===== config.mk =====
export PLATFORM = sky130hd
export DESIGN_NAME = ifu_prefetch
export DESIGN_NICKNAME = d
export VERILOG_FILES = /design/src/rtl/ifu_prefetch_pkg.sv /design/src/rtl/ifu_fifo.sv /design/src/rtl/ifu_prefetch.sv
export SDC_FILE = /design/constraint.sdc
export NUM_CORES = 1
export LEC_CHECK = 0
export BUFFER_PORTS_ARGS = -buffer_cell sky130_fd_sc_hd__buf_2
export CAP_MARGIN = 20
export CORE_AREA = 2 2 120 168
export DETAILED_ROUTE_END_ITERATION = 10
export DIE_AREA = 0 0 122 170
export PLACE_DENSITY_LB_ADDON = 0.05
export SYNTH_ARGS = -nofsm -noshare
export SYNTH_HDL_FRONTEND = slang
export SYNTH_SLANG_ARGS = --single-unit

===== constraint.sdc =====
create_clock -name clk -period 12.5 [get_ports clk]
set_input_delay 0 -clock clk [delete_from_list [all_inputs] [get_ports clk]]
set_output_delay 0 -clock clk [all_outputs]
set_load 0.005 [all_outputs]

===== src/rtl/ifu_prefetch_pkg.sv =====
`default_nettype none
// ============================================================================
//  Module      : ifu_prefetch_pkg
//  Description : Shared definitions for the instruction fetch unit: the NOP
//                encoding presented on an empty queue, the default reset PC
//                and the fetch FSM state encoding.
//  Revision    : 1.0  initial release
// ============================================================================
package ifu_prefetch_pkg;

    // addi x0, x0, 0
    localparam logic [31:0] INST_NOP         = 32'h0000_0013;
    localparam logic [31:0] DEFAULT_RESET_PC = 32'h0000_0000;

    typedef enum logic [0:0] {
        ST_FETCH = 1'b0,    // issuing requests, keeping responses
        ST_DRAIN = 1'b1     // dropping responses that predate a jump
    } ifu_state_e;

endpackage
`default_nettype wire


===== src/rtl/ifu_fifo.sv =====
`default_nettype none
// ============================================================================
//  Module      : ifu_fifo
//  Description : DEPTH x WIDTH synchronous FIFO with flush. Registered write,
//                combinational head read. A push while full is accepted when
//                a pop happens in the same cycle. Flush wins over push/pop.
//  Ports       : clk, rst (async, active-low)
//                flush_i, push_i/wdata_i, pop_i/rdata_o
//                count_o, full_o, empty_o
//  Revision    : 1.0  initial release
// ============================================================================
module ifu_fifo #(
    parameter int DEPTH = 2,
    parameter int WIDTH = 64
) (
    input  logic                       clk,
    input  logic                       rst,
    input  logic                       flush_i,
    input  logic                       push_i,
    input  logic [WIDTH-1:0]           wdata_i,
    input  logic                       pop_i,
    output logic [WIDTH-1:0]           rdata_o,
    output logic [$clog2(DEPTH):0]     count_o,
    output logic                       full_o,
    output logic                       empty_o
);

    localparam int AW = $clog2(DEPTH);
    localparam int CW = AW + 1;

    logic [WIDTH-1:0] mem_q [DEPTH];
    logic [AW-1:0]    wr_ptr_q, wr_ptr_d;
    logic [AW-1:0]    rd_ptr_q, rd_ptr_d;
    logic [CW-1:0]    count_q,  count_d;

    logic w_do_push;
    logic w_do_pop;

    assign full_o    = (count_q == CW'(DEPTH));
    assign empty_o   = (count_q == '0);
    assign count_o   = count_q;
    assign rdata_o   = mem_q[rd_ptr_q];

    assign w_do_pop  = pop_i && !empty_o;
    assign w_do_push = push_i && (!full_o || w_do_pop);

    always_comb begin
        wr_ptr_d = wr_ptr_q;
        rd_ptr_d = rd_ptr_q;
        count_d  = count_q;
        if (flush_i) begin
            wr_ptr_d = '0;
            rd_ptr_d = '0;
            count_d  = '0;
        end else begin
            // DEPTH is a power of two, so pointers wrap by overflow
            if (w_do_push) wr_ptr_d = wr_ptr_q + AW'(1);
            if (w_do_pop)  rd_ptr_d = rd_ptr_q + AW'(1);
            case ({w_do_push, w_do_pop})
                2'b10:   count_d = count_q + CW'(1);
                2'b01:   count_d = count_q - CW'(1);
                default: count_d = count_q;
            endcase
        end
    end

    always_ff @(posedge clk or negedge rst) begin
        if (!rst) begin
            wr_ptr_q <= '0;
            rd_ptr_q <= '0;
            count_q  <= '0;
        end else begin
            wr_ptr_q <= wr_ptr_d;
            rd_ptr_q <= rd_ptr_d;
            count_q  <= count_d;
        end
    end

    // Storage needs no reset: entries are only read once counted valid
    always_ff @(posedge clk) begin
        if (w_do_push && !flush_i) begin
            mem_q[wr_ptr_q] <= wdata_i;
        end
    end

endmodule
`default_nettype wire


===== src/rtl/ifu_prefetch.sv =====
`default_nettype none
// ============================================================================
//  Module      : ifu_prefetch
//  Description : Instruction fetch unit. Generates the fetch PC, requests
//                words from the instruction ROM over req/gnt/rvalid and
//                buffers responses in an in-order prefetch queue feeding
//                IF/ID one instruction per cycle. Honours hold and jump.
//  Build macro : IFU_MISALIGN_CHK_EN - when defined, a jump to a target with
//                non-zero [1:0] pulses misalign_o and blocks fetching until
//                the next aligned jump. When undefined, misalign_o is 0 and
//                the target's low two bits are ignored.
//  Ports       : clk, rst (async, active-low)
//                hold_flag_i, jump_flag_i, jump_addr_i   - control unit
//                rom_req_o, rom_addr_o, rom_gnt_i,
//                rom_rvalid_i, rom_rdata_i              - instruction ROM
//                inst_o, inst_addr_o, inst_valid_o      - IF/ID
//                misalign_o                             - misaligned jump
//  Revision    : 1.0  initial release
// ============================================================================
module ifu_prefetch
    import ifu_prefetch_pkg::*;
#(
    parameter logic [31:0] RESET_PC = DEFAULT_RESET_PC,
    parameter int          DEPTH    = 2
) (
    input  logic        clk,
    input  logic        rst,
    input  logic        hold_flag_i,
    input  logic        jump_flag_i,
    input  logic [31:0] jump_addr_i,
    output logic        rom_req_o,
    output logic [31:0] rom_addr_o,
    input  logic        rom_gnt_i,
    input  logic        rom_rvalid_i,
    input  logic [31:0] rom_rdata_i,
    output logic [31:0] inst_o,
    output logic [31:0] inst_addr_o,
    output logic        inst_valid_o,
    output logic        misalign_o
);

    localparam int CW = $clog2(DEPTH) + 1;

    ifu_state_e     state_q, state_d;
    logic [31:0]    fetch_pc_q, fetch_pc_d;
    logic [CW-1:0]  discard_q, discard_d;
    logic           run_q;          // keeps requests off until the first edge after reset

    // instruction queue {address, word}
    logic [63:0]    w_iq_rdata;
    logic [CW-1:0]  w_iq_count;
    logic           w_iq_full;
    logic           w_iq_empty;
    // issue-address queue; its occupancy is the outstanding request count
    logic [31:0]    w_aq_rdata;
    logic [CW-1:0]  w_aq_count;
    logic           w_aq_full;
    logic           w_aq_empty;

    logic           w_pop;
    logic           w_grant;
    logic           w_rsp_in_fetch;
    logic           w_keep_rsp;
    logic [CW:0]    w_claim;
    logic [31:0]    w_jump_target;
    logic           w_blocked;

    assign w_jump_target = jump_addr_i & 32'hFFFF_FFFC;

    // ------------------------------------------------------------------
    // Misaligned-jump handling
    // ------------------------------------------------------------------
`ifdef IFU_MISALIGN_CHK_EN
    logic blocked_q;
    logic misalign_q;
    logic w_jump_misaligned;

    assign w_jump_misaligned = jump_flag_i && (jump_addr_i[1:0] != 2'b00);

    always_ff @(posedge clk or negedge rst) begin
        if (!rst) begin
            blocked_q  <= 1'b0;
            misalign_q <= 1'b0;
        end else begin
            misalign_q <= w_jump_misaligned;
            // every jump re-decides: misaligned blocks, aligned releases
            if (jump_flag_i) begin
                blocked_q <= w_jump_misaligned;
            end
        end
    end

    assign w_blocked  = blocked_q;
    assign misalign_o = misalign_q;
`else
    assign w_blocked  = 1'b0;
    assign misalign_o = 1'b0;
`endif

    // ------------------------------------------------------------------
    // Request / response handshake
    // ------------------------------------------------------------------
    assign w_pop = inst_valid_o && !hold_flag_i;

    // Slots claimed after this cycle: buffered + in flight, minus the head
    // leaving now. Counting the pop keeps the stream at one word per cycle.
    assign w_claim = {1'b0, w_iq_count} + {1'b0, w_aq_count} - (CW+1)'(w_pop);

    assign rom_req_o = run_q
                    && (state_q == ST_FETCH)
                    && !w_blocked
                    && !jump_flag_i
                    && (w_claim < (CW+1)'(DEPTH))
                    && !w_aq_full
                    && !(w_iq_full && !w_pop);

    assign rom_addr_o = fetch_pc_q;
    assign w_grant    = rom_req_o && rom_gnt_i;

    // A response belongs to a live request only in FETCH; in DRAIN it is stale
    assign w_rsp_in_fetch = rom_rvalid_i && (state_q == ST_FETCH) && !w_aq_empty;
    assign w_keep_rsp     = w_rsp_in_fetch && !jump_flag_i;

    // ------------------------------------------------------------------
    // FSM next state
    // ------------------------------------------------------------------
    always_comb begin
        state_d    = state_q;
        fetch_pc_d = fetch_pc_q;
        discard_d  = discard_q;

        if ((state_q == ST_DRAIN) && rom_rvalid_i && (discard_q != '0)) begin
            discard_d = discard_q - CW'(1);
        end

        if ((state_q == ST_FETCH) && w_grant) begin
            fetch_pc_d = fetch_pc_q + 32'd4;
        end

        if ((state_q == ST_DRAIN) && (discard_d == '0)) begin
            state_d = ST_FETCH;
        end

        if (jump_flag_i) begin
            fetch_pc_d = w_jump_target;
            // In FETCH every in-flight request becomes stale; a response
            // arriving right now is already consumed. In DRAIN the count
            // of stale responses is not changed by another jump.
            if (state_q == ST_FETCH) begin
                discard_d = w_aq_count + CW'(w_grant) - CW'(w_rsp_in_fetch);
            end
            state_d = (discard_d != '0) ? ST_DRAIN : ST_FETCH;
        end
    end

    always_ff @(posedge clk or negedge rst) begin
        if (!rst) begin
            state_q    <= ST_FETCH;
            fetch_pc_q <= RESET_PC;
            discard_q  <= '0;
            run_q      <= 1'b0;
        end else begin
            state_q    <= state_d;
            fetch_pc_q <= fetch_pc_d;
            discard_q  <= discard_d;
            run_q      <= 1'b1;
        end
    end

    // ------------------------------------------------------------------
    // Queues
    // ------------------------------------------------------------------
    ifu_fifo #(
        .DEPTH (DEPTH),
        .WIDTH (32)
    ) u_addr_q (
        .clk     (clk),
        .rst     (rst),
        .flush_i (jump_flag_i),
        .push_i  (w_grant),
        .wdata_i (fetch_pc_q),
        .pop_i   (w_keep_rsp),
        .rdata_o (w_aq_rdata),
        .count_o (w_aq_count),
        .full_o  (w_aq_full),
        .empty_o (w_aq_empty)
    );

    ifu_fifo #(
        .DEPTH (DEPTH),
        .WIDTH (64)
    ) u_inst_q (
        .clk     (clk),
        .rst     (rst),
        .flush_i (jump_flag_i),
        .push_i  (w_keep_rsp),
        .wdata_i ({w_aq_rdata, rom_rdata_i}),
        .pop_i   (w_pop && !jump_flag_i),
        .rdata_o (w_iq_rdata),
        .count_o (w_iq_count),
        .full_o  (w_iq_full),
        .empty_o (w_iq_empty)
    );

    assign inst_valid_o = !w_iq_empty;
    assign inst_o       = inst_valid_o ? w_iq_rdata[31:0]  : INST_NOP;
    assign inst_addr_o  = inst_valid_o ? w_iq_rdata[63:32] : 32'h0;

endmodule
`default_nettype wire


==> metrics.md, run 1 <==
| Metric | Value |
|---|---|
| Rows | 60 |
| Vias in the first global route | 6043 |
| Nets@finish | 956 |
| Crit end category | register |
| Syn avg cell area | 14.6 um2 |
| Met2 WL | roughly 11 mm |
| Worst-path fanout max | 61 |
| Pleak | 0.00446 uW |
| Final setup fails | 0 |
| R2R Setup Slk | 7080 ps |
| Mux contribution to synthesized area | 11.0% |
| RSZ-0062 raised after global routing | false |
| Pwr dens | around 140 nW/um2 |
| DRT iter0 DRCs | 461 |
| Sequential cell area fraction in the yosys report | 69.6% |
| Number of remaining DRC errors | 0 |
| Largest net degree at the start of global routing | 64 |
| Overall routing resource usage | 19.2% |
| Yosys cell types | 56 |
| DR WL/cell | approximately 18 um |
| I/O Pins | 169 |
| ANT nets after route | 0 |
| Placer Congestion | 0.801 |
| Fin. Hold Viols | 0 |
| Setup TNS | 0 ps |
| Tightest Pin Transition | 1030 ps |
| Fill cells | 1529 |
| Syn Inst Count | 648 |
| Min-Delay Path Class | in2reg |
| Die area | 20700 um2 |
| Synth Warn # | 0 |
| Cts bufs inserted | 21 |
| Avg Vias per Cell | 5.32 |
| CTS tree | built |
| Final core utilization | 62.0% |
| Post-Synth Adder-Cell Area | 1.01% |
| CTS H-tree depth | 1 |
| Total of max-cap violations | 0 |
| Slew margin rel. | 31.1% |
| Grt ovf | 0 |
| Asr flop ratio synth | 18.6% |
| Die height | 170 um |
| Crit path DAT | approximately 5800 ps |
| Min cycle time layout | 5420 ps |
| Register area | between 6000 and 7000 um2 |
| DP Area | 10500 um2 |
| Die X | 122 um |
| Clk sinks | 226 |
| Seq pwr share | between 50 and 60% |
| Top layer in use | met4 |
| DR vias | 6065 |
| Clock power share | 36.3% |
| Layout cell share with drive strength beyond 1 | 27.7% |
| Final Max Tran Viols | 0 |
| CP startpoint kind | register |
| M1 WL | 7.93 mm |
| Post-synth EDFFs | 184 |
| Worst slack at placement | between 7000 and 8000 ps |
| Final setup margin | roughly 7000 ps |
| DPL Wire Length | 12.3 mm |
| Final Cell Area | 11900 um2 |
| VDD IR-drop max | approximately 0.00011 V |
| Switching share of power | 23.1% |
| Initial antenna violation count | 0 |
| First-pass GRT wire length | 31.2 mm |
| Clk slew on worst S/H paths | about 60 ps |
| Flops & latches, synth | 226 |
| Synth Area in Compound Gates | 5.18% |
| Met3 routed WL | 1.17 mm |
| NetSw | 384 uW |
| Core area | 19100 um2 |
| Commonest non-fill, non-tap cells in the layout | edfxtp_1, buf_2, nor2_1, mux2i_1, dlygate4sd3_1 |
| Detailed Routing Iterations Pass 1 | 5 |
| Synth Area in XOR/XNOR | 1.30% |
| Clk_lat worst skew | 500 ps |
| Port buffer count | 161 |
| Diodes inserted | 0 |
| Largest family of logic cells by synthesized area | multiplexers |
| Clock root buffer | clkbuf_16 |
| Post-Syn Area | 9450 um2 |
| Area growth, synth to finish | 25.6% |
| Required @ worst endpoint | approximately 13000 ps |
| Multi-input logic area | around 2700 um2 |
| Top_reg_cell synth | edfxtp_1 |
| Status | complete, no violations |
| Logic pwr share | about a tenth |
| Crit share post-route | 43.3% |
| WS Path Type | reg2reg |
| FMAX | 185 MHz |
| Initial core utilization | 49.3% |
| Most common cell after layout, fill and taps aside | edfxtp_1 |
| Synth Area in Simple Gates | a little under a tenth |
| Max Root-Sink Buffers | 3 |
| Clock skew | 21.7 ps |
| Internal cell power | 1280 uW |
| Drt total wl | 20.2 mm |
[critical path, stage by stage (launching register included)]
cell	delay, ps
dfrtp_1	460
nor2_4	120
buf_4	570
nor2_1	160
ha_1	310
nand2b_1	150
fa_1	540
nand4bb_4	130
a2111oi_4	340
and2_1	730
inv_2	400
ha_1	410
inv_1	40
ha_1	180
xnor2_1	180
xnor2_1	150
mux2i_1	90
mux2i_1	200
a2bb2oi_1	170
[stage by stage]
step	total power, uW	instances	hold WS (ps)
after floorplan	992	652	-296
final	1660	1141	73.4
after CTS	1680	1138	44.2
after detailed placement	1060	1036	192
after global placement	1050	1036	187
after global routing	1730	1141	84.7
[repair_timing]
item,in CTS,in global routing
endpoints found under the hold margin,140,3
hold buffers,65,1
resized for setup,0,0
setup buffers,0,0
setup endpoints to repair,0,0
[sequential cells by signal, summed over array words and instances, names as in the netlist]
signal,flops
u_inst_q.count_o,2
u_inst_q.rd_ptr_q,1
u_addr_q.rd_ptr_q,1
discard_q,2
u_inst_q.mem_q,124
u_addr_q.count_o,2
run_q,1
rom_addr_o,30
u_addr_q.wr_ptr_q,1
state_q,1
u_inst_q.wr_ptr_q,1
u_addr_q.mem_q,60
[cells in the mapped netlist, types with 2 or more instances]
master | count | area share (%)
edfxtp_1 | 184 | 58
nor2_1 | 77 | 3.1
mux2i_1 | 68 | 7.2
dfrtp_1 | 42 | 11
mux2_2 | 32 | 3.8
nand2_1 | 31 | 1.2
nand3_1 | 19 | 1.0
inv_1 | 17 | 0.68
clkbuf_1 | 16 | 0.64
nand4_1 | 15 | 0.99
nor3_1 | 10 | 0.53
o21ai_0 | 10 | 0.53
buf_1 | 9 | 0.36
xnor2_1 | 9 | 0.83
a21o_1 | 8 | 0.64
a21oi_1 | 8 | 0.42
a221o_1 | 7 | 0.74
o211ai_1 | 7 | 0.56
and3_1 | 6 | 0.40
buf_4 | 6 | 0.48
ha_1 | 6 | 0.79
and2_1 | 5 | 0.33
xor2_1 | 5 | 0.46
a22oi_1 | 3 | 0.24
nor4_1 | 3 | 0.20
o311ai_1 | 3 | 0.28
or4_1 | 3 | 0.24
a211oi_1 | 2 | 0.16
a31oi_1 | 2 | 0.13
and4_1 | 2 | 0.19
buf_2 | 2 | 0.11
buf_6 | 2 | 0.24
conb_1 | 2 | 0.080
nand3b_1 | 2 | 0.16
nor2b_1 | 2 | 0.13
o21bai_1 | 2 | 0.16
o31ai_1 | 2 | 0.16
[area by class of cell]
class                           count  share of cell area, %
Timing Repair Buffer              239                   13.4
Clock inverter                     12                  0.760
Multi-Input combinational cell    373                   22.4
Tap cell                          248                   2.62
Sequential cell                   226                   55.5
Inverter                           18                  0.570
Clock buffer                       25                   4.73
[final timing paths]
check	from	endpoint	depth (start not counted)
setup / recovery	u_inst_q.count_o[0]$_DFFE_PN0P_	state_q$_DFFE_PN0P_	18
hold / removal	jump_flag_i	u_inst_q.rd_ptr_q$_DFFE_PN0P_	3
setup reg to reg	u_inst_q.count_o[0]$_DFFE_PN0P_	state_q$_DFFE_PN0P_	18
hold reg to reg	u_addr_q.wr_ptr_q$_DFFE_PN0P_	u_addr_q.wr_ptr_q$_DFFE_PN0P_	1
max in group asynchronous	rst	u_inst_q.rd_ptr_q$_DFFE_PN0P_	4
min in group asynchronous	rst	rom_addr_o[16]$_DFFE_PN0P_	3
[power groups by stage]
stage / registers, uW / clock network (uW) / logic [uW]
detailed placement: 905 / 0 / 154
global placement: 902 / 0 / 148
CTS: 889 / 620 / 171
finish: 887 / 604 / 173
floorplan: 894 / 0 / 98.5
global route: 891 / 649 / 191
[layer usage]
| layer | GRT usage (%) | vias to the layer above |
|---|---|---|
| met3 | 3.15 | 31 |
| li1 | - | 2881 |
| met1 | 23.2 | 2971 |
| met2 | 34.8 | 182 |
| met5 | 0 | - |
| met4 | 6.50 | 0 |
[kinds of logic after synthesis]
| logic type | count (synthesis) |
|---|---|
| other cells | 2 |
| xor+xnor | 14 |
| simple gates | 182 |
| buf+inv | 53 |
| flops | 226 |
| fa+ha+maj | 7 |
| mux | 100 |
| compound gates | 64 |
No activity file was read; power rests on OpenSTA's default activity.
==> run 2, diff against run 1 <==
--- a/config.mk
+++ b/config.mk
@@ -5,11 +5,12 @@
 export SDC_FILE = /design/constraint.sdc
 export NUM_CORES = 1
 export LEC_CHECK = 0
+export ABC_AREA = 1
 export BUFFER_PORTS_ARGS = -buffer_cell sky130_fd_sc_hd__buf_2
 export CAP_MARGIN = 20
-export CORE_AREA = 2 2 120 168
+export CORE_AREA = 2 2 122 172
 export DETAILED_ROUTE_END_ITERATION = 10
-export DIE_AREA = 0 0 122 170
+export DIE_AREA = 0 0 124 174
 export PLACE_DENSITY_LB_ADDON = 0.05
 export SYNTH_ARGS = -nofsm -noshare
 export SYNTH_HDL_FRONTEND = slang
==> constraint.sdc (replaced) <==
create_clock -name clk -period 5.6 [get_ports clk]
set_input_delay 0 -clock clk [delete_from_list [all_inputs] [get_ports clk]]
set_output_delay 0 -clock clk [all_outputs]
set_load 0.005 [all_outputs]
==> run 2 against run 1 <==
Net effect:
- clock skew decreased by 14 ps
- critical path depth unchanged
- power increased to 2.9 times the previous value
==> metrics.md, run 2 <==
| Metric | Value |
|---|---|
| Status | complete, no violations (unchanged) |
| WS Path Type | reg2reg (unchanged) |
| Clk sinks | 226 (unchanged) |
| Port buffer count | 161 (unchanged) |
| Worst-path fanout max | 13 (was 61) |
| Crit share post-route | 62.9% (was 43.3%) |
| First-pass GRT wire length | 34.8 mm (was 31.2 mm) |
| Final setup margin | 2080 ps (was 7080 ps) |
| Global-route met3 utilization | 2.66% (was 3.15%) |
| Synth Warn # | 0 (unchanged) |
| Post-Syn Area | 9890 um2 (was 9450 um2) |
| Vias in the first global route | 7170 (was 6043) |
| Most frequent cell after synthesis | nand2_1 (was edfxtp_1) |
| Clock root buffer | clkbuf_16 (unchanged) |
| Multi-input logic area | 2970 um2 (was 2660 um2) |
| Area growth, synth to finish | 24.8% (was 25.6%) |
| Cts bufs inserted | 22 (was 21) |
| Syn avg cell area | 10.1 um2 (was 14.6 um2) |
| Nets@finish | 1282 (was 956) |
| RSZ-0062 raised after global routing | false (unchanged) |
| Min cycle time layout | 3520 ps (was 5420 ps) |
| Rows | 62 (was 60) |
| Clk_lat worst skew | 490 ps (was 500 ps) |
| Crit-path cells | nor2_4 -> nor2_2 -> ha_1 -> or2_2 -> fa_1 -> nand2_1 -> inv_1 -> nand2_1 -> nor2_2 -> nand3_2 -> ha_1 -> inv_1 -> ha_1 -> xor2_1 -> a21oi_1 -> o21ai_0 -> nand2_1 -> a21oi_1 (was nor2_4 -> buf_4 -> nor2_1 -> ha_1 -> nand2b_1 -> fa_1 -> nand4bb_4 -> a2111oi_4 -> and2_1 -> inv_2 -> ha_1 -> inv_1 -> ha_1 -> xnor2_1 -> xnor2_1 -> mux2i_1 -> mux2i_1 -> a2bb2oi_1) |
| Sequential cell area fraction in the yosys report | 66.5% (was 69.6%) |
| Die area | 21600 um2 (was 20700 um2) |
| Detailed Routing Iterations Pass 1 | 5 (unchanged) |
| Largest net degree at the start of global routing | 64 (unchanged) |
| Syn Inst Count | 982 (was 648) |
| Clk slew on worst S/H paths | 60 ps (about the same) |
| I/O Pins | 169 (unchanged) |
| Hold WS | 72.3 ps (was 73.4 ps) |
| Grt peak-use layer | met2 (unchanged) |
| Required @ worst endpoint | 5980 ps (was 12920 ps) |
| Most common cell after layout, fill and taps aside | nand2_1 (was edfxtp_1) |
| Dominant cells by area after synthesis | edfxtp_1, nand2_1, dfrtp_1 (was edfxtp_1, dfrtp_1, mux2i_1) |
| Commonest cells post-synth | nand2_1, edfxtp_1, a21oi_1 (was edfxtp_1, nor2_1, mux2i_1) |
| Post-synth EDFFs | 184 (unchanged) |
| Core area | 20200 um2 (was 19100 um2) |
| Layout cell share with drive strength beyond 1 | 18.9% (was 27.7%) |
| Setup TNS | 0 ps (unchanged) |
| Top-area cell type share of the netlist area | 55.9% (was 58.5%) |
| CP max stage cell | fa_1 (was and2_1) |
| Overall routing resource usage | 20.4% (was 19.2%) |
| DR vias | 7357 (was 6065) |
| Die height | 174 um (was 170 um) |
| Avg Vias per Cell | 4.98 (was 5.32) |
| CTS tree | built (unchanged) |
| Register area | 6580 um2 (about the same) |
| Setup bufs post-CTS | 0 (unchanged) |
| CP startpoint kind | register (unchanged) |
| Pwr dens | 388 nW/um2 (was 140 nW/um2) |
| ANT nets after route | 0 (unchanged) |
| Final Max Tran Viols | 0 (unchanged) |
| Initial core utilization | 49.0% (was 49.3%) |
| Asr flop ratio synth | 18.6% (unchanged) |
| Fin. Hold Viols | 0 (unchanged) |
| CTS H-tree depth | 1 (unchanged) |
| Slew margin rel. | 31.4% (was 31.1%) |
| Crit end category | register (unchanged) |
| Largest register FFs | 124 (unchanged) |
| Yosys cell types | 35 (was 56) |
| FMAX | 284 MHz (was 185 MHz) |
| DRT iter0 DRCs | 304 (was 461) |
| M2 GR Usage | 37.9% (was 34.8%) |
| Slowest stage delay, CP | 490 ps (was 730 ps) |
| DR WL/cell | 15.0 um (was 17.7 um) |
| Diodes inserted | 0 (unchanged) |
| Fill cells | 1696 (was 1529) |
| Tightest Pin Transition | 1030 ps (about the same) |
| Clock skew | 7.92 ps (was 21.7 ps) |
| Top_reg_cell synth | edfxtp_1 (unchanged) |
| Flops & latches, synth | 226 (unchanged) |
| Initial antenna violation count | 0 (unchanged) |
| Worst slack at placement | 2070 ps (was 7060 ps) |
| Drt total wl | 22.1 mm (was 20.2 mm) |
| Post-CTS Resized | 0 (unchanged) |
| Min-Delay Path Class | in2reg (unchanged) |
| Total power | 4790 uW (was 1660 uW) |
| Placer Congestion | 0.842 (was 0.801) |
| Number of remaining DRC errors | 0 (unchanged) |
| Max Root-Sink Buffers | 3 (unchanged) |
| Crit path DAT | 3900 ps (was 5840 ps) |
| GRT met1 Usage | 24.1% (was 23.2%) |
| Pleak | 0.00524 uW (was 0.00446 uW) |
| Die X | 124 um (was 122 um) |
| Final setup fails | 0 (unchanged) |
| Largest reg by FF count | u_inst_q.mem_q (unchanged) |
| VDD IR-drop max | 0.000263 V (was 0.000106 V) |
| Total of max-cap violations | 0 (unchanged) |
| Commonest non-fill, non-tap cells in the layout | nand2_1, edfxtp_1, buf_2, dlygate4sd3_1, a21oi_1 (was edfxtp_1, buf_2, nor2_1, mux2i_1, dlygate4sd3_1) |
| Cell taking the most area after synthesis | edfxtp_1 (unchanged) |
| Grt ovf | 0 (unchanged) |
| DPL Wire Length | 13.9 mm (was 12.3 mm) |
## run 2: changes by cell type after synthesis, sizes merged, moves of 6 or more
cell    delta
mux2      -32
and3       -6
nand4     -12
clkbuf     +9
inv       +30
a221o      -7
a21oi     +59
nor2       -8
a21o       -8
mux2i     -68
nor3      -10
nand3     +37
nand2    +395
## run 2: critical path, delay by kind of cell, from the launching register on
kind	cells	cell delay, ps
and+or+nand+nor	8	1100
AOI/OAI and AO/OA	3	270
buffers and inverters	2	100
adders and majority gates	4	1340
xor gates and xnor gates	1	150
DFF	1	440
## run 2: cells by family after synthesis
group	synth area share (%)
AO/OA/AOI/OAI	4.43
XOR/XNOR	0.974
adder cells (fa/ha/maj)	0.962
buffers and inverters	3.83
flip-flops	66.5
other	0.0760
AND/OR/NAND/NOR	23.2
## run 2: final cells by class
type                    instances  share of cell area, %
clock inverters                10                  0.770
inverters                      48                   1.46
multi-input cells             671                   24.1
flip-flops and latches        226                   53.3
repair buffers                236                   12.5
well taps                     256                   2.60
clock buffers                  30                   5.28
## run 2: what timing repair did
item	4_1_cts	5_1_grt
setup endpoints to repair	0	0
endpoints found under the hold margin	140	7
hold buffers	66	1
## run 2: power by group
group	switching (uW)	leakage, uW	internal [uW]	total (uW)
sequential	142	0.00218	1990	2130
clock	591	0.000363	903	1490
combinational	723	0.00270	443	1170
total	1460	0.00524	3340	4790
## run 2: path summary, 6_finish.rpt
path	startpoint	end	slack, ps	cells past startpoint
setup / recovery	u_inst_q.count_o[0]$_DFFE_PN0P_	state_q$_DFFE_PN0P_	2080	18
hold / removal	jump_flag_i	rom_addr_o[7]$_DFFE_PN0P_	70	3
setup reg to reg	u_inst_q.count_o[0]$_DFFE_PN0P_	state_q$_DFFE_PN0P_	2080	18
hold reg to reg	u_addr_q.mem_q[0][30]$_DFFE_PP_	u_inst_q.mem_q[0][62]$_DFFE_PP_	530	2
max in group asynchronous	rst	rom_addr_o[28]$_DFFE_PN0P_	4700	4
min in group asynchronous	rst	run_q$_DFF_PN0_	420	3
## run 2: per-stage QoR
step	utilization (%)	cell area [um2]	std cells
2_1_floorplan	-	9900	986
3_5_place_dp	54.1	10900	1369
6_report	61.2	12300	1477
5_1_grt	61.2	12300	1477
4_1_cts	61.0	12300	1475
3_3_place_gp	54.1	10900	1369
## run 2: per-layer routing
| metal | wire (um) | up-vias |
|---|---|---|
| li1 | - | 3689 |
| met1 | 8980 | 3448 |
| met2 | 11400 | 186 |
| met3 | 1070 | 34 |
| met4 | 604 | 0 |
| met5 | 0 | - |
==> run 3, diff against run 2 <==
--- a/config.mk
+++ b/config.mk
@@ -5,12 +5,12 @@
 export SDC_FILE = /design/constraint.sdc
 export NUM_CORES = 1
 export LEC_CHECK = 0
-export ABC_AREA = 1
+export ABC_AREA = 0
 export BUFFER_PORTS_ARGS = -buffer_cell sky130_fd_sc_hd__buf_2
 export CAP_MARGIN = 20
-export CORE_AREA = 2 2 122 172
+export CORE_AREA = 2 2 120 168
 export DETAILED_ROUTE_END_ITERATION = 10
-export DIE_AREA = 0 0 124 174
+export DIE_AREA = 0 0 122 170
 export PLACE_DENSITY_LB_ADDON = 0.05
 export SYNTH_ARGS = -nofsm -noshare
 export SYNTH_HDL_FRONTEND = slang
==> constraint.sdc (replaced) <==
create_clock -name clk -period 3 [get_ports clk]
set_input_delay 0 -clock clk [delete_from_list [all_inputs] [get_ports clk]]
set_output_delay 0 -clock clk [all_outputs]
set_load 0.005 [all_outputs]
==> run 3 against run 2 <==
Net effect:
- the flow now finishes with violations (negative setup slack)
- register-to-register slack got worse by 2400 ps
- power rose by 51%
- worst setup slack got worse by 2400 ps
- sequential power rose by 74%
- final cell count fell by 21%
- sequential cell count did not move
- die area fell by 3.9%
- final area fell by 0.23%
- via count fell by 15%
- clock-buffer cell count fell by 6
- critical path type unchanged
- largest cell class unchanged
- highest routed layer unchanged
==> metrics.md, run 3 (synthesis gave the netlist of run 1 again) <==
| Metric | Value |
|---|---|
| Clk sinks | 226 (unchanged) |
| Final Max Tran Viols | 0 (unchanged) |
| Worst path most repeated cell | ha_4 |
| Status | finished with violations (was complete, no violations) |
| Number of remaining DRC errors | 0 (unchanged) |
| Initial antenna violation count | 0 (unchanged) |
| Pleak | 0.00464 uW (was 0.00524 uW) |
| DR vias | 6230 (was 7357) |
| Largest register FFs | 124 (unchanged) |
| CTS tree | built (unchanged) |
| Grt ovf | 0 (unchanged) |
| Crit path DAT | 3760 ps (was 3900 ps) |
| Met2 WL | 10.7 mm (was 11.4 mm) |
| DRT iter0 DRCs | 362 (was 304) |
| Clk slew on worst S/H paths | 60 ps (about the same) |
| Total of max-cap violations | 0 (unchanged) |
| Crit-path cells | buf_4 -> inv_4 -> ha_4 -> nand2b_4 -> fa_1 -> nand4bb_4 -> a2111oi_4 -> and2_4 -> inv_4 -> ha_4 -> inv_2 -> ha_4 -> xnor2_2 -> xnor2_1 -> mux2i_1 -> mux2i_1 -> a2bb2oi_1 (was nor2_4 -> nor2_2 -> ha_1 -> or2_2 -> fa_1 -> nand2_1 -> inv_1 -> nand2_1 -> nor2_2 -> nand3_2 -> ha_1 -> inv_1 -> ha_1 -> xor2_1 -> a21oi_1 -> o21ai_0 -> nand2_1 -> a21oi_1) |
| Avg Vias per Cell | 5.35 (was 4.98) |
| Detailed Routing Iterations Pass 1 | 4 (was 5) |
| Diodes inserted | 0 (unchanged) |
| Worst-path fanout max | 2 (was 13) |
| Clock skew | 10.8 ps (was 7.92 ps) |
| Overall routing resource usage | 19.8% (was 20.4%) |
| DPL Wire Length | 13.0 mm (was 13.9 mm) |
| Setup TNS | -1060 ps (was 0 ps) |
| Crit share post-route | 112% (was 62.9%) |
| Die X | 122 um (was 124 um) |
| Final setup fails | 22 (was 0) |
| Clk_lat worst skew | 500 ps (was 490 ps) |
| Worst slack at placement | -500 ps (was 2070 ps) |
| M1 WL | 8.11 mm (was 8.98 mm) |
| DR WL/cell | 17.5 um (was 15.0 um) |
| Clock root buffer | clkbuf_16 (unchanged) |
| Vias in the first global route | 6535 (was 7170) |
| RSZ-0062 raised after global routing | true (was false) |
| WS Path Type | reg2reg (unchanged) |
| Area growth, synth to finish | 30.4% (was 24.8%) |
| Die area | 20700 um2 (was 21600 um2) |
| Fin. Hold Viols | 0 (unchanged) |
| Slew margin rel. | 54.5% (was 31.4%) |
| First-pass GRT wire length | 32.4 mm (was 34.8 mm) |
| Final setup margin | -346 ps (was 2080 ps) |
| Crit end category | register (unchanged) |
| CP startpoint kind | register (unchanged) |
| Required @ worst endpoint | 3410 ps (was 5980 ps) |
| Violated checks | negative setup slack |
| ANT nets after route | 0 (unchanged) |
| Min cycle time layout | 3350 ps (was 3520 ps) |
| Slowest stage delay, CP | 530 ps (was 490 ps) |
| Pwr dens | 588 nW/um2 (was 388 nW/um2) |
| Most common cell after layout, fill and taps aside | edfxtp_1 (was nand2_1) |
| Largest net degree at the start of global routing | 63 (was 64) |
| CP max stage cell | fa_1 (unchanged) |
| Top layer in use | met4 (unchanged) |
| Initial core utilization | 49.3% (was 49.0%) |
| Commonest non-fill, non-tap cells in the layout | edfxtp_1, buf_2, nor2_1, mux2i_1, dlygate4sd3_1 (was nand2_1, edfxtp_1, buf_2, dlygate4sd3_1, a21oi_1) |
| Tightest Pin Transition | 682 ps (was 1030 ps) |
| Nets@finish | 979 (was 1282) |
| Largest reg by FF count | u_inst_q.mem_q (unchanged) |
| Port buffer count | 161 (unchanged) |
| I/O Pins | 169 (unchanged) |
| FMAX | 299 MHz (was 284 MHz) |
| Cts bufs inserted | 22 (unchanged) |
| Placer Congestion | 0.859 (was 0.842) |
| Core area | 19100 um2 (was 20200 um2) |
| Min-Delay Path Class | in2reg (unchanged) |
| Fill cells | 1455 (was 1696) |
| Max Root-Sink Buffers | 3 (unchanged) |
| CTS H-tree depth | 1 (unchanged) |
| VDD IR-drop max | 0.000469 V (was 0.000263 V) |
| Total power | 7240 uW (was 4790 uW) |
| Layout cell share with drive strength beyond 1 | 31.4% (was 18.9%) |
| Rows | 60 (was 62) |
| Met3 routed WL | 1.15 mm (was 1.07 mm) |
| Drt total wl | 20.4 mm (was 22.1 mm) |
| Die height | 170 um (was 174 um) |
[run 3: worst paths after layout]
| check | startpoint | end | slack, ps | cells after the start |
|---|---|---|---|---|
| min | rom_gnt_i | rom_addr_o[28]$_DFFE_PN0P_ | 30 | 4 |
| min reg2reg | u_addr_q.mem_q[1][8]$_DFFE_PP_ | u_inst_q.mem_q[0][40]$_DFFE_PP_ | 570 | 1 |
| min in group asynchronous | rst | run_q$_DFF_PN0_ | 420 | 3 |
| max in group asynchronous | rst | rom_addr_o[3]$_DFFE_PN0P_ | 2110 | 4 |
| max reg2reg | u_inst_q.count_o[0]$_DFFE_PN0P_ | state_q$_DFFE_PN0P_ | -350 | 17 |
| max | u_inst_q.count_o[0]$_DFFE_PN0P_ | state_q$_DFFE_PN0P_ | -350 | 17 |
[run 3: area by class of cell]
class | instances | area (um2) | area share [%]
clock inverters | 15 | 150 | 1.22
repair buffers | 261 | 1860 | 15.1
clock buffers | 24 | 579 | 4.70
flip-flops and latches | 226 | 6580 | 53.5
multi-input cells | 373 | 2760 | 22.4
well taps | 248 | 310 | 2.52
inverters | 18 | 72.6 | 0.589
[run 3: through the flow]
stage	hold slack (ps)	cell area, um2	std cells	util, %
after floorplan	-296	9570	652	-
after global placement	189	10800	1055	56.3
after CTS	9.58	12300	1164	64.2
after global routing	58.8	12300	1165	64.3
after detailed placement	192	10800	1055	56.3
final	34.3	12300	1165	64.3
[run 3: repair_timing]
item | 4_1_cts | 5_1_grt
endpoints found under the setup margin | 45 | 89
setup buffers | 4 | 1
pin swaps | 7 | 3
resized for setup | 8 | 1
hold buffers | 64 | 1
cloned | 2 | 0
hold endpoints to repair | 138 | 7
[run 3: layer usage]
layer | global-route usage [%] | vias up
li1 | - | 2933
met1 | 24.1 | 3031
met2 | 36.3 | 231
met3 | 2.55 | 35
met4 | 6.35 | 0
met5 | 0 | -
[run 3: power by group]
group	internal [uW]	switching, uW
Combinational	407	382
Clock	1650	1090
Sequential	3560	149
[run 3: worst max-delay path, delay by kind of cell, from the launching register on]
family	cells	cell delay, ps
adder cells (fa/ha/maj)	4	1120
AND/OR/NAND/NOR	3	460
flip-flops	1	420
AO/OA/AOI/OAI	2	390
buffers and inverters	4	300
multiplexers	2	290
XOR/XNOR	2	280
